File: config.mk
export PLATFORM = sky130hd
export DESIGN_NAME = mux4_rr_arbiter_flat
export DESIGN_NICKNAME = d
export VERILOG_FILES = /design/src/rtl/mux4_rr_arbiter_pkg.sv /design/src/rtl/mux4_rr_arbiter_if.sv /design/src/rtl/mux4_rr_arbiter_rr_pick.sv /design/src/rtl/mux4_rr_arbiter.sv /design/src/flat_wrapper.sv
export SDC_FILE = /design/constraint.sdc
export NUM_CORES = 1
export LEC_CHECK = 0
export ABC_AREA = 1
export BUFFER_PORTS_ARGS = -buffer_cell sky130_fd_sc_hd__buf_2
export CAP_MARGIN = 15
export CORE_ASPECT_RATIO = 1.5
export CORE_MARGIN = 10
export CORE_UTILIZATION = 54
export CTS_CLUSTER_SIZE = 24
export DETAILED_ROUTE_END_ITERATION = 12
export PLACE_DENSITY = 0.81
export SLEW_MARGIN = 0
export SYNTH_ARGS = -nofsm -noshare
export SYNTH_HDL_FRONTEND = slang
export SYNTH_HIERARCHICAL = 1
export SYNTH_SLANG_ARGS = --single-unit
File: constraint.sdc
create_clock -name clk -period 3.1 [get_ports clk]
set_clock_uncertainty 0.05 [all_clocks]
set_input_delay 0.93 -clock clk [delete_from_list [all_inputs] [get_ports clk]]
set_output_delay 0.93 -clock clk [all_outputs]
set_load 0.02 [all_outputs]
File: src/rtl/mux4_rr_arbiter_pkg.sv
// Shared types and helpers for the round-robin mux arbiter.
//   NUM_REQ     : number of requesters sharing the 4:1 mux
//   arb_state_t : arbiter FSM states
//   SEL_*       : mux select codes {s0,s1} per requester
//   onehot()    : requester index -> one-hot grant vector
package mux_arb_pkg;

    localparam int unsigned NUM_REQ = 4;

    typedef enum logic {
        IDLE = 1'b0,
        BUSY = 1'b1
    } arb_state_t;

    localparam logic [1:0] SEL_A = 2'b00;
    localparam logic [1:0] SEL_B = 2'b01;
    localparam logic [1:0] SEL_C = 2'b10;
    localparam logic [1:0] SEL_D = 2'b11;

    function automatic logic [NUM_REQ-1:0] onehot(input logic [1:0] idx);
        return NUM_REQ'(1) << idx;
    endfunction

endpackage

File: src/rtl/mux4_rr_arbiter_if.sv
// Requester/output channel bundle for the round-robin mux arbiter.
//   req[3:0]      : per-requester request (bit0=a .. bit3=d)
//   a, b, c, d    : requester data buses
//   gnt[3:0]      : one-hot grant
//   s0, s1        : mux select (MSB, LSB)
//   y, y_vld      : registered shared output channel
//   lock[3:0]     : grant lock per requester (only with MUX_ARB_LOCK_EN)
// Modports: master = requester side, slave = arbiter side.
interface mux4_rr_arbiter_if #(
    parameter int unsigned DW = 2
);
    logic [3:0]    req;
    logic [DW-1:0] a;
    logic [DW-1:0] b;
    logic [DW-1:0] c;
    logic [DW-1:0] d;
    logic [3:0]    gnt;
    logic          s0;
    logic          s1;
    logic [DW-1:0] y;
    logic          y_vld;
`ifdef MUX_ARB_LOCK_EN
    logic [3:0]    lock;

    modport master (output req, a, b, c, d, lock, input gnt, s0, s1, y, y_vld);
    modport slave  (input req, a, b, c, d, lock, output gnt, s0, s1, y, y_vld);
`else
    modport master (output req, a, b, c, d, input gnt, s0, s1, y, y_vld);
    modport slave  (input req, a, b, c, d, output gnt, s0, s1, y, y_vld);
`endif
endinterface

File: src/rtl/mux4_rr_arbiter_rr_pick.sv
// Combinational round-robin picker: first set bit of req & ~mask,
// searching upward from ptr with wrap-around.
//   i_req, i_mask : candidate requests and exclusion mask
//   i_ptr         : search start index
//   o_any_c       : at least one candidate exists
//   o_idx_c       : index of the chosen candidate
module rr_pick (
    input  logic [3:0] i_req,
    input  logic [3:0] i_mask,
    input  logic [1:0] i_ptr,
    output logic       o_any_c,
    output logic [1:0] o_idx_c
);
    logic [3:0] w_cand;

    assign w_cand = i_req & ~i_mask;

    // Walk offsets high to low so the nearest offset from ptr wins last.
    always_comb begin
        logic [1:0] v_j;
        v_j     = 2'd0;
        o_any_c = 1'b0;
        o_idx_c = 2'd0;
        for (int k = 3; k >= 0; k--) begin
            v_j = 2'(i_ptr + 2'(k));
            if (w_cand[v_j]) begin
                o_any_c = 1'b1;
                o_idx_c = v_j;
            end
        end
    end

endmodule

File: src/rtl/mux4_rr_arbiter.sv
// Round-robin arbiter sharing a 4:1 mux among four requesters, with a
// bounded grant length and a registered output channel.
//   clk      : system clock, rising edge
//   rst      : synchronous active-high reset
//   bus      : mux4_rr_arbiter_if.slave (req, a..d in; gnt, s0, s1, y, y_vld out)
// Optional: MUX_ARB_LOCK_EN adds bus.lock; a locked owner ignores hold expiry.
module mux4_rr_arbiter
    import mux_arb_pkg::*;
#(
    parameter int unsigned DW       = 2,
    parameter int unsigned HOLD_CYC = 4
) (
    input  logic               clk,
    input  logic               rst,
    mux4_rr_arbiter_if.slave   bus
);
    localparam logic [3:0] HOLD_LAST = 4'(HOLD_CYC - 1);

    arb_state_t    r_state, w_state_nxt;
    logic [1:0]    r_ptr, w_ptr_nxt;
    logic [3:0]    r_cnt, w_cnt_nxt;
    logic [3:0]    r_gnt, w_gnt_nxt;
    logic [1:0]    r_sel, w_sel_nxt;
    logic [DW-1:0] r_y, w_y_nxt;
    logic          r_y_vld;

    logic          w_lock_o;
    logic          w_others;
    logic          w_hold_end;
    logic          w_release;
    logic [1:0]    w_pick_ptr;
    logic [3:0]    w_pick_mask;
    logic          w_any;
    logic [1:0]    w_idx;
    logic [DW-1:0] w_mux;

`ifdef MUX_ARB_LOCK_EN
    assign w_lock_o = bus.lock[r_sel];
`else
    assign w_lock_o = 1'b0;
`endif

    // Owner is always r_sel while BUSY.
    assign w_others   = |(bus.req & ~onehot(r_sel));
    assign w_hold_end = (r_cnt == HOLD_LAST);
    assign w_release  = !bus.req[r_sel] || (w_hold_end && !w_lock_o && w_others);

    // On release the search restarts just past the owner and skips it.
    assign w_pick_ptr  = (r_state == BUSY) ? 2'(r_sel + 2'd1) : r_ptr;
    assign w_pick_mask = (r_state == BUSY) ? onehot(r_sel) : 4'd0;

    rr_pick u_pick (
        .i_req   (bus.req),
        .i_mask  (w_pick_mask),
        .i_ptr   (w_pick_ptr),
        .o_any_c (w_any),
        .o_idx_c (w_idx)
    );

    // 4:1 data mux driven by the registered select.
    always_comb begin
        w_mux = bus.a;
        case (r_sel)
            SEL_A:   w_mux = bus.a;
            SEL_B:   w_mux = bus.b;
            SEL_C:   w_mux = bus.c;
            SEL_D:   w_mux = bus.d;
            default: w_mux = bus.a;
        endcase
    end

    // y only captures while an owner is being served, else holds.
    assign w_y_nxt = (r_state == BUSY) ? w_mux : r_y;

    // Next-state and grant control.
    always_comb begin
        w_state_nxt = r_state;
        w_ptr_nxt   = r_ptr;
        w_cnt_nxt   = r_cnt;
        w_gnt_nxt   = r_gnt;
        w_sel_nxt   = r_sel;
        case (r_state)
            IDLE: begin
                if (w_any) begin
                    w_state_nxt = BUSY;
                    w_gnt_nxt   = onehot(w_idx);
                    w_sel_nxt   = w_idx;
                    w_cnt_nxt   = 4'd0;
                end
            end
            BUSY: begin
                if (w_release) begin
                    w_ptr_nxt = 2'(r_sel + 2'd1);
                    w_cnt_nxt = 4'd0;
                    if (w_any) begin
                        w_gnt_nxt = onehot(w_idx);
                        w_sel_nxt = w_idx;
                    end else begin
                        w_state_nxt = IDLE;
                        w_gnt_nxt   = 4'd0;
                    end
                end else if (w_hold_end) begin
                    w_cnt_nxt = 4'd0;
                end else begin
                    w_cnt_nxt = 4'(r_cnt + 4'd1);
                end
            end
            default: begin
                w_state_nxt = IDLE;
                w_gnt_nxt   = 4'd0;
            end
        endcase
    end

    // State and output registers.
    always_ff @(posedge clk) begin
        if (rst) begin
            r_state <= IDLE;
            r_ptr   <= 2'd0;
            r_cnt   <= 4'd0;
            r_gnt   <= 4'd0;
            r_sel   <= 2'd0;
            r_y     <= '0;
            r_y_vld <= 1'b0;
        end else begin
            r_state <= w_state_nxt;
            r_ptr   <= w_ptr_nxt;
            r_cnt   <= w_cnt_nxt;
            r_gnt   <= w_gnt_nxt;
            r_sel   <= w_sel_nxt;
            r_y     <= w_y_nxt;
            r_y_vld <= (r_state == BUSY);
        end
    end

    assign bus.gnt   = r_gnt;
    assign bus.s0    = r_sel[1];
    assign bus.s1    = r_sel[0];
    assign bus.y     = r_y;
    assign bus.y_vld = r_y_vld;

endmodule

File: src/flat_wrapper.sv
// flat-port wrapper written by rule: the top's interface ports become plain ports
module mux4_rr_arbiter_flat import mux_arb_pkg::*;
#(
    parameter int unsigned DW       = 2,
    parameter int unsigned HOLD_CYC = 4
)
  (clk, rst, bus_req, bus_a, bus_b, bus_c, bus_d, bus_gnt, bus_s0, bus_s1, bus_y, bus_y_vld);
  mux4_rr_arbiter_if #(.DW(DW)) bus_i ();
  input  logic clk;
  input  logic rst;
  input wire logic [$bits(bus_i.req)-1:0] bus_req;
  input wire logic [$bits(bus_i.a)-1:0] bus_a;
  input wire logic [$bits(bus_i.b)-1:0] bus_b;
  input wire logic [$bits(bus_i.c)-1:0] bus_c;
  input wire logic [$bits(bus_i.d)-1:0] bus_d;
  output wire logic [$bits(bus_i.gnt)-1:0] bus_gnt;
  output wire logic [$bits(bus_i.s0)-1:0] bus_s0;
  output wire logic [$bits(bus_i.s1)-1:0] bus_s1;
  output wire logic [$bits(bus_i.y)-1:0] bus_y;
  output wire logic [$bits(bus_i.y_vld)-1:0] bus_y_vld;
  assign bus_i.req = bus_req;
  assign bus_i.a = bus_a;
  assign bus_i.b = bus_b;
  assign bus_i.c = bus_c;
  assign bus_i.d = bus_d;
  assign bus_gnt = bus_i.gnt;
  assign bus_s0 = bus_i.s0;
  assign bus_s1 = bus_i.s1;
  assign bus_y = bus_i.y;
  assign bus_y_vld = bus_i.y_vld;
  mux4_rr_arbiter #(.DW(DW), .HOLD_CYC(HOLD_CYC)) u_core (.clk(clk), .rst(rst), .bus(bus_i));
endmodule
Yosys cells after proc, flatten, opt, wreduce, memory -nomap -nowiden
Index checks and enable logic that the tools add are counted.

word-level totals
  register bits after elaboration = 16
  bits of input ports = 14

cells by class
  add/sub/neg operators = 5
  magnitude comparators = 5
  equal/unequal tests = 6
  shifts and indexed selects = 2
  multiplexer cells = 35
  bitwise logic cells = 5
  reductions and logical operators = 7

operators with widths
  kind                                                        number
  2-to-1 mux 4 bit                                            7
  one-hot mux 4 bit (2 select lines)                          2
  less-than comparator 2 x 3 -> 1 bit, second input constant  5
  2-to-1 mux 2 bit                                            7
  2-to-1 mux 1 bit                                            11
  binary-select mux 1 bit (select 2 bit)                      5
  AND 4 bit                                                   2
  inverter 4 bit                                              2
  one-hot mux 2 bit (4 select lines)                          1
  left shift 1 x 2 -> 4 bit, first input constant             2
  adder 2 x 1 -> 2 bit, second input constant                 2
  adder 2 bit, second input constant                          2
  adder 4 x 1 -> 4 bit, second input constant                 1
  equality test 2 bit, second input constant                  2
  equality test 4 x 2 -> 1 bit, second input constant         1
  inequality test 2 bit, second input constant                2
  one-hot mux 2 bit (2 select lines)                          1
  AND reduction 2 bit                                         2
  OR reduction 4 bit                                          1
  equality test 2 x 1 -> 1 bit, second input constant         1
  logical NOT 2 bit                                           1
  one-hot mux 1 bit (2 select lines)                          1
  logical AND 1 bit                                           1
  logical NOT 1 bit                                           1
  other kinds (2)                                             2

Logic depth before layout (Yosys ltp)
Gate-level depths: netlist of run 1.

  depth after elaboration = 14
  mapped depth = 19
  depth with buffers taken out = 18

Cells and area by module
Netlist of run 1, hierarchy kept.

by module, submodules not included
  module           instances  cells an instance  area an instance (µm²)  seq. area each (µm²)
  mux4_rr_arbiter  1          140                914.6                   320.3
  rr_pick          1          47                 222.7                   0.0

Least setup slack after synthesis of run 1
OpenSTA, ideal clock, no wires.

  kind = register to register
  start point = reg u_core.r_state
  end point = reg u_core.r_gnt[0], in the netlist u_core/bus.gnt[0]
  library setup time = 70 ps
  arrival time = 2166 ps
  data required time = 2980 ps
  setup slack = 813 ps
  cell stages (with the launch flop) = 16
  path buffers = 3
  clock period less this slack = 2287 ps
  path through = dfxtp_1 > clkbuf_1 > inv_1 > o21ai_0 > buf_6 > inv_4 > nand3_2 > nand2_1 > nor2_1 > nand2_1 > clkbuf_1 > nor2_1 > inv_1 > nand2_4 > nand2_1 > a21oi_1

on the way
  elaborated cells on any way between the ends = 32
  those cells by class = add/sub (3); eq/ne (2); shift (1); mux (22); bitwise (3); reduce/logical (1)

RTL lines
  item                                    line                           text
  from (decl)                             mux4_rr_arbiter.sv:19          arb_state_t r_state, w_state_nxt;
  from (signal assigned)                  mux4_rr_arbiter.sv:126         r_state <= w_state_nxt;
  2-to-1 mux 2 bit (*)                    mux4_rr_arbiter.sv:49          assign w_pick_ptr = (r_state == BUSY) ? 2'(r_sel + 2'd1) : r_ptr;
  named net u_core.w_pick_ptr[0]          mux4_rr_arbiter.sv:31          logic [1:0] w_pick_ptr;
  adder 2 bit                             mux4_rr_arbiter_rr_pick.sv:25  v_j = 2'(i_ptr + 2'(k));
  binary-select mux 1 bit (select 2 bit)  mux4_rr_arbiter_rr_pick.sv:26  if (w_cand[v_j]) begin
  2-to-1 mux 1 bit (not written as such)  mux4_rr_arbiter_rr_pick.sv:26
  2-to-1 mux 1 bit (3 in a row)           mux4_rr_arbiter_rr_pick.sv:26
  2-to-1 mux 1 bit (*)                    mux4_rr_arbiter_rr_pick.sv:26
  named net u_core.w_any                  mux4_rr_arbiter.sv:33          logic w_any;
  2-to-1 mux 4 bit                        mux4_rr_arbiter.sv:95          if (w_any) begin
  2-to-1 mux 4 bit                        mux4_rr_arbiter.sv:92          if (w_release) begin
  one-hot mux 4 bit (2 select lines)      mux4_rr_arbiter.sv:82          case (r_state)
  to (signal assigned)                    mux4_rr_arbiter.sv:129         r_gnt <= w_gnt_nxt;
  to (decl)                               mux4_rr_arbiter.sv:22          logic [3:0] r_gnt, w_gnt_nxt;

The timed path passes the listed nets; every way through them passes the cells marked *. The select of a mux whose other input is x is not followed.
A chain may end at the register's enable or synchronous reset.

Worst setup path in the final report of run 1
  start point = reg u_core.r_sel[0]
  end point = reg u_core.r_gnt[2], in the netlist u_core/bus.gnt[2]

on the way
  elaborated cells on any way between the ends = 41
  those cells by class = add/sub (4); eq/ne (2); shift (2); mux (24); bitwise (4); reduce/logical (5)

RTL lines
  item                                    line                           text
  from (decl)                             mux4_rr_arbiter.sv:23          logic [1:0] r_sel, w_sel_nxt;
  from (signal assigned)                  mux4_rr_arbiter.sv:130         r_sel <= w_sel_nxt;
  adder 2 x 1 -> 2 bit (*)                mux4_rr_arbiter.sv:49
  2-to-1 mux 2 bit (*)                    mux4_rr_arbiter.sv:49
  named net u_core.w_pick_ptr[1]          mux4_rr_arbiter.sv:31
  adder 2 bit                             mux4_rr_arbiter_rr_pick.sv:25
  binary-select mux 1 bit (select 2 bit)  mux4_rr_arbiter_rr_pick.sv:26
  2-to-1 mux 1 bit (not written as such)  mux4_rr_arbiter_rr_pick.sv:26
  2-to-1 mux 2 bit (3 in a row)           mux4_rr_arbiter_rr_pick.sv:26
  2-to-1 mux 2 bit (*)                    mux4_rr_arbiter_rr_pick.sv:26
  named net u_core.w_idx[1]               mux4_rr_arbiter.sv:34          logic [1:0] w_idx;
  left shift 1 x 2 -> 4 bit (*)           mux4_rr_arbiter_pkg.sv:21      return NUM_REQ'(1) << idx;
  2-to-1 mux 4 bit                        mux4_rr_arbiter.sv:95
  2-to-1 mux 4 bit                        mux4_rr_arbiter.sv:92
  one-hot mux 4 bit (2 select lines) (*)  mux4_rr_arbiter.sv:82

Marks and branches as above.

==> results.cfg, run 1 <==
[setup_path]
endpoint_kind = register
arrival_ps = 2500
r2r_slack_ps = 770
start_kind = register
cp.required_ps = 3270
worst-setup-path-type = register to register
path_max_fanout = 9

[synth]
synth_warnings = 6
synth-main-ff-cell = dfxtp_1
avgSynthCellArea_sq_um = 6.082
ys_seq_elements = 16
synth_top_area_share_pct = 28.16
ys_seq_area_share_pct = 28.16
netlist_area_sq_um = 1137
synthCells = 187
synth_nets = 206
synthTopCellsByArea = dfxtp_1, nand2_1, inv_1
synth.largest_area_cell = dfxtp_1
async_flop_share_pct = 0
synthDistinctLibCells = 23
synth_edf_count = 0

[finish]
fin_area_sq_um = 1304
regArea_sq_um = 320.3
layout-drive-gt1-share_pct = 18.96
n_antenna_cell = 0
area_growth_pct = 14.63
multi_input_area_sq_um = 679.4
final_util_pct = 64.32
fill_cells = 195
nets = 231

[placed_design]
port_buffers = 22
place_area_sq_um = 1267
dp_hpwl_um = 2187
place.gp.congestion = 0.8829

[grt]
grt_pass1_wl_um = 4678
antenna_found_initial = 0
grtUsageTotal_pct = 12.38
grt_overflow_total = 0
grt_max_degree = 12
first_global_vias = 1144

[cts]
cts.sink_count = 16
cts_buffer_depth = 2
clk_latency_ps = 280
root_buffer = clkbuf_4
ctsHoldBuffers = 0
cts_resized = 0
cts_max_level = 1
path_clk_slew_ps = 90
cts_setup_buffers = 0
cts_tree = built
cts_made_buffers = 3

[timing]
fmax_ghz = 0.4290
rsz0062_at_grt = false
hold_violations = 0
post-route-period-util_pct = 75.19
setup_tns_ps = 0
finalMaxSlewViolations = 0
worst_slew_pin_slew_ps = 280.0
timing.slew.headroom_pct = 81.26
period_minus_slack_ps = 2331
hold_slack_ps = 415.5
setup_violations = 0

[power]
power.leakage_nw = 0.7096
finalPower_w = 0.001155
power_density_nw_per_um2 = 886.1
ir_worst_vdd_mv = 0.5151

[die]
io-pin-count = 23
die_h_um = 76.21
initial_core_util_pct = 56.11
die_w_um = 57.47
coreArea_sq_um = 2027
num_rows = 20
die-area_sq_um = 4380

[routing]
post-route-drc-count = 0
vias_per_cell = 5.047
vias = 1176
wl_um = 2630
antenna_left = 0
wire_per_inst_um = 11.29
firstDrtPassIters = 4
first_iter_violations = 21

[status]
status = completed

[hold_path]
hold_path.class = register to register

[job]
maxCapViolCount = 0
## logic make-up after synthesis
family          share of synthesized area [%]
xor+xnor                                2.311
flops                                   28.16
buf+inv                                 12.10
fa+ha+maj                               5.501
compound gates                          12.21
simple gates                            39.71
## path summary, 6_finish.rpt
check                                 start                             end  depth (start not counted)
min          u_core/bus.gnt[0]$_SDFFE_PP0P_  u_core/bus.gnt[0]$_SDFFE_PP0P_                          2
max reg2reg    u_core/r_sel[0]$_SDFFE_PP0P_  u_core/bus.gnt[2]$_SDFFE_PP0P_                         13
max            u_core/r_sel[0]$_SDFFE_PP0P_  u_core/bus.gnt[2]$_SDFFE_PP0P_                         13
min reg2reg  u_core/bus.gnt[0]$_SDFFE_PP0P_  u_core/bus.gnt[0]$_SDFFE_PP0P_                          2
## area by class of cell
class / count / area share (%)
clock buffers: 4 / 2.783
flip-flops and latches: 16 / 24.57
repair buffers: 24 / 9.597
multi-input cells: 137 / 52.11
well taps: 22 / 2.111
inverters: 30 / 8.829
## metrics by stage
stage,cells,setup WS [ps]
after detailed placement,229,666.3
final,233,769.2
after global placement,229,714.1
after floorplan,187,813.5
after global routing,233,406.2
after CTS,233,780.3
## metal layers
| layer | GRT usage, % | share of wire (%) | wire length (um) |
|---|---|---|---|
| met1 | 12.60 | 39 | 1025 |
| met2 | 22.74 | 56 | 1475 |
| met3 | 2.167 | 4.3 | 112 |
| met4 | 5.896 | 0.65 | 17 |
| met5 | 0 | 0 | 0 |
## sequential cells by signal (all words and copies together), names as in the netlist
register	flops
u_core/r_state	1
u_core/r_sel	2
u_core/r_ptr	2
u_core/bus.gnt	4
u_core/bus.y	2
u_core/bus.y_vld	1
u_core/r_cnt	4
## worst max-delay path, stage by stage, from the launching register on
cell and delay, ps:
dfxtp_1 470, inv_1 130, ha_1 300, nand2_1 70, nand2_1 130, xnor2_1 230
nand2_1 80, nand2_1 70, nand3_1 60, a21boi_1 240, inv_1 100, nor2_1 100
nand3_1 80, a21oi_1 140
## synthesized netlist by cell type (2+ instances only)
cell,instances
nand2_2,2
xor2_1,2
nand3_1,18
a31o_2,2
o21a_1,2
nor2_1,19
nand2_1,62
clkbuf_1,3
a21oi_1,12
o21ai_0,6
ha_1,5
dfxtp_1,16
inv_1,26
inv_2,3
## cell usage in the layout (no fill, tap or decap), types with 3 or more instances in the layout
cell | Yosys | layout
nand2_1 | 62 | 62
inv_1 | 26 | 26
buf_2 | 0 | 22
nor2_1 | 19 | 19
nand3_1 | 18 | 18
dfxtp_1 | 16 | 16
a21oi_1 | 12 | 12
o21ai_0 | 6 | 6
ha_1 | 5 | 5
clkbuf_4 | 0 | 3
inv_2 | 3 | 3
## where the power goes
group | internal, W | switching, W | leakage [nW]
clock network | 0.0000715 | 0.0000632 | 0.0210
registers | 0.000261 | 0.0000377 | 0.132
logic | 0.000259 | 0.000464 | 0.557
total | 0.000591 | 0.000565 | 0.710
Note: power is estimated with default switching activity, not from simulation.
==> run 2: changes to the inputs <==
- clock period: 3.1 -> 2.3 ns (I/O delays scaled with it)
==> run 2 against run 1 <==
  * Worst hold slack got worse by 2.1 ps
  * Utilization rose by 2.2 points
  * Clock power up 33%
  * Non-clock buffer count rose by 3
  * Setup slack lost 600 ps
  * Cell area rose by 3.4%
  * Sequential power rose by 32%
  * Flip-flop and latch count did not move
  * Critical path depth increased by 2
  * Count of clock-buffer cells in the layout did not move
  * Routed wire length is 5.4% higher
  * Die area unchanged
  * Highest routed layer unchanged
==> results.cfg, run 2 (synthesis results as in run 1) <==
[finish]
area_growth_pct = 18.48
final_common_cell = nand2_1
final_cell_mix = nand2_1, inv_1, buf_2
final_util_pct = 66.48
nets = 234
layout-drive-gt1-share_pct = 22.43
n_antenna_cell = 0

[timing]
worst_slew_pin_slew_ps = 275.8
setup_tns_ps = 0
hold_violations = 0
timing.slew.headroom_pct = 81.55
period_minus_slack_ps = 2131
post-route-period-util_pct = 92.63
finalMaxSlewViolations = 0
setup_violations = 0
hold_slack_ps = 413.4
fmax_ghz = 0.4694

[setup_path]
path_max_fanout = 6
cp.required_ps = 2460
start_kind = register
slowest_stage = dfxtp_2
endpoint_kind = register
worst-setup-path-type = register to register
worst_path_largest_cell_delay_ps = 380
arrival_ps = 2300
cp_cell_sequence = inv_1, ha_2, nand2_1, nand2_2, xor2_1, nand2_2, nand2_1, inv_1, nand2_2, nand3_1, nand2_1, inv_1, nor2_1, nand3_1, a21oi_1

[cts]
cts_tree = built
cts_max_level = 1
cts.sink_count = 16
cts_buffer_depth = 2
path_clk_slew_ps = 90
root_buffer = clkbuf_4
clk_latency_ps = 280
cts_made_buffers = 3

[power]
pwr-share-comb_pct = 65.0
power.leakage_nw = 0.7277
p_switching_w = 0.0007922
power_density_nw_per_um2 = 1214
netSwitchingFraction_pct = 48.42
ir_worst_vdd_mv = 0.7598
pwr-share-seq_pct = 24.1
power_frac_clock_pct = 11.0
p_int_w = 0.0008440

[die]
num_rows = 20
coreArea_sq_um = 2027
die-area_sq_um = 4380
io-pin-count = 23
die_h_um = 76.21
die_w_um = 57.47
initial_core_util_pct = 56.11

[routing]
firstDrtPassIters = 4
vias = 1191
first_iter_violations = 34
top_layer = met4
vias_per_cell = 5.047
antenna_left = 0
wl_met3_um = 117
wl_um = 2772
wire_per_inst_um = 11.75
dr_wl_met2_um = 1541
post-route-drc-count = 0
route.layer.met1.wl_um = 1076

[grt]
grtUsageTotal_pct = 12.03
grt_max_degree = 12
first_global_vias = 1111
antenna_found_initial = 0
grt_pass1_wl_um = 4478
grt_overflow_total = 0

[placed_design]
dp_hpwl_um = 2239
port_buffers = 22
place.gp.congestion = 0.8457

[job]
maxCapViolCount = 0

[status]
status = completed

[hold_path]
hold_path.class = register to register
-- run 2: power by group through the flow --
stage / logic (W) / clock network, W / registers [W]
after floorplan: 0.000709 / 0 / 0.000470
after global placement: 0.000975 / 0 / 0.000396
after detailed placement: 0.00101 / 0 / 0.000399
after CTS: 0.00101 / 0.000186 / 0.000393
after global routing: 0.00120 / 0.000195 / 0.000405
final: 0.00106 / 0.000179 / 0.000394
-- run 2: final cells by class --
class / instances / area, sq um
repair buffers: 27 / 151.4
inverters: 30 / 115.1
flip-flops and latches: 16 / 321.6
clock buffers: 4 / 36.28
fillers: 184 / 679.4
multi-input cells: 137 / 695.7
well taps: 22 / 27.53
-- run 2: layer usage --
layer	vias up	GRT usage, %
met4	0	5.425
met3	6	3.000
met1	533	11.84
li1	634	-
met2	18	22.09
met5	-	0
-- run 2: what timing repair did --
| action | CTS | global route |
|---|---|---|
| gates resized for setup | 0 | 6 |
| hold buffers | 0 | 0 |
| setup buffers | 0 | 0 |
| endpoints found under the setup margin | 0 | 7 |
-- run 2: metrics by stage --
| stage | cell area [sq um] | worst slack [ps] | instances | power [W] |
|---|---|---|---|---|
| after CTS | 1319 | 41.00 | 235 | 0.001593 |
| after detailed placement | 1282 | 66.23 | 231 | 0.001407 |
| final | 1348 | 169.5 | 236 | 0.001636 |
| after global placement | 1282 | 149.2 | 231 | 0.001370 |
| after global routing | 1348 | -23.55 | 236 | 0.001796 |
| after floorplan | 1137 | 13.47 | 187 | 0.001179 |
-- run 2: worst max-delay path, delay by kind of cell (launching register included) --
family,cells,cell delay [ps]
compound gates,1,160
xor+xnor,1,190
fa+ha+maj,1,320
buf+inv,3,210
flops,1,380
simple gates,9,760
-- run 2: path summary, 6_finish.rpt --
check                                                    start                        endpoint  slack (ps)  depth (start not counted)
worst max-delay path              u_core/r_sel[1]$_SDFFE_PP0P_  u_core/bus.gnt[1]$_SDFFE_PP0P_         170                         15
worst max register to register    u_core/r_sel[1]$_SDFFE_PP0P_  u_core/bus.gnt[1]$_SDFFE_PP0P_         170                         15
worst min-delay path            u_core/bus.gnt[0]$_SDFFE_PP0P_  u_core/bus.gnt[0]$_SDFFE_PP0P_         410                          2
worst min register to register  u_core/bus.gnt[0]$_SDFFE_PP0P_  u_core/bus.gnt[0]$_SDFFE_PP0P_         410                          2
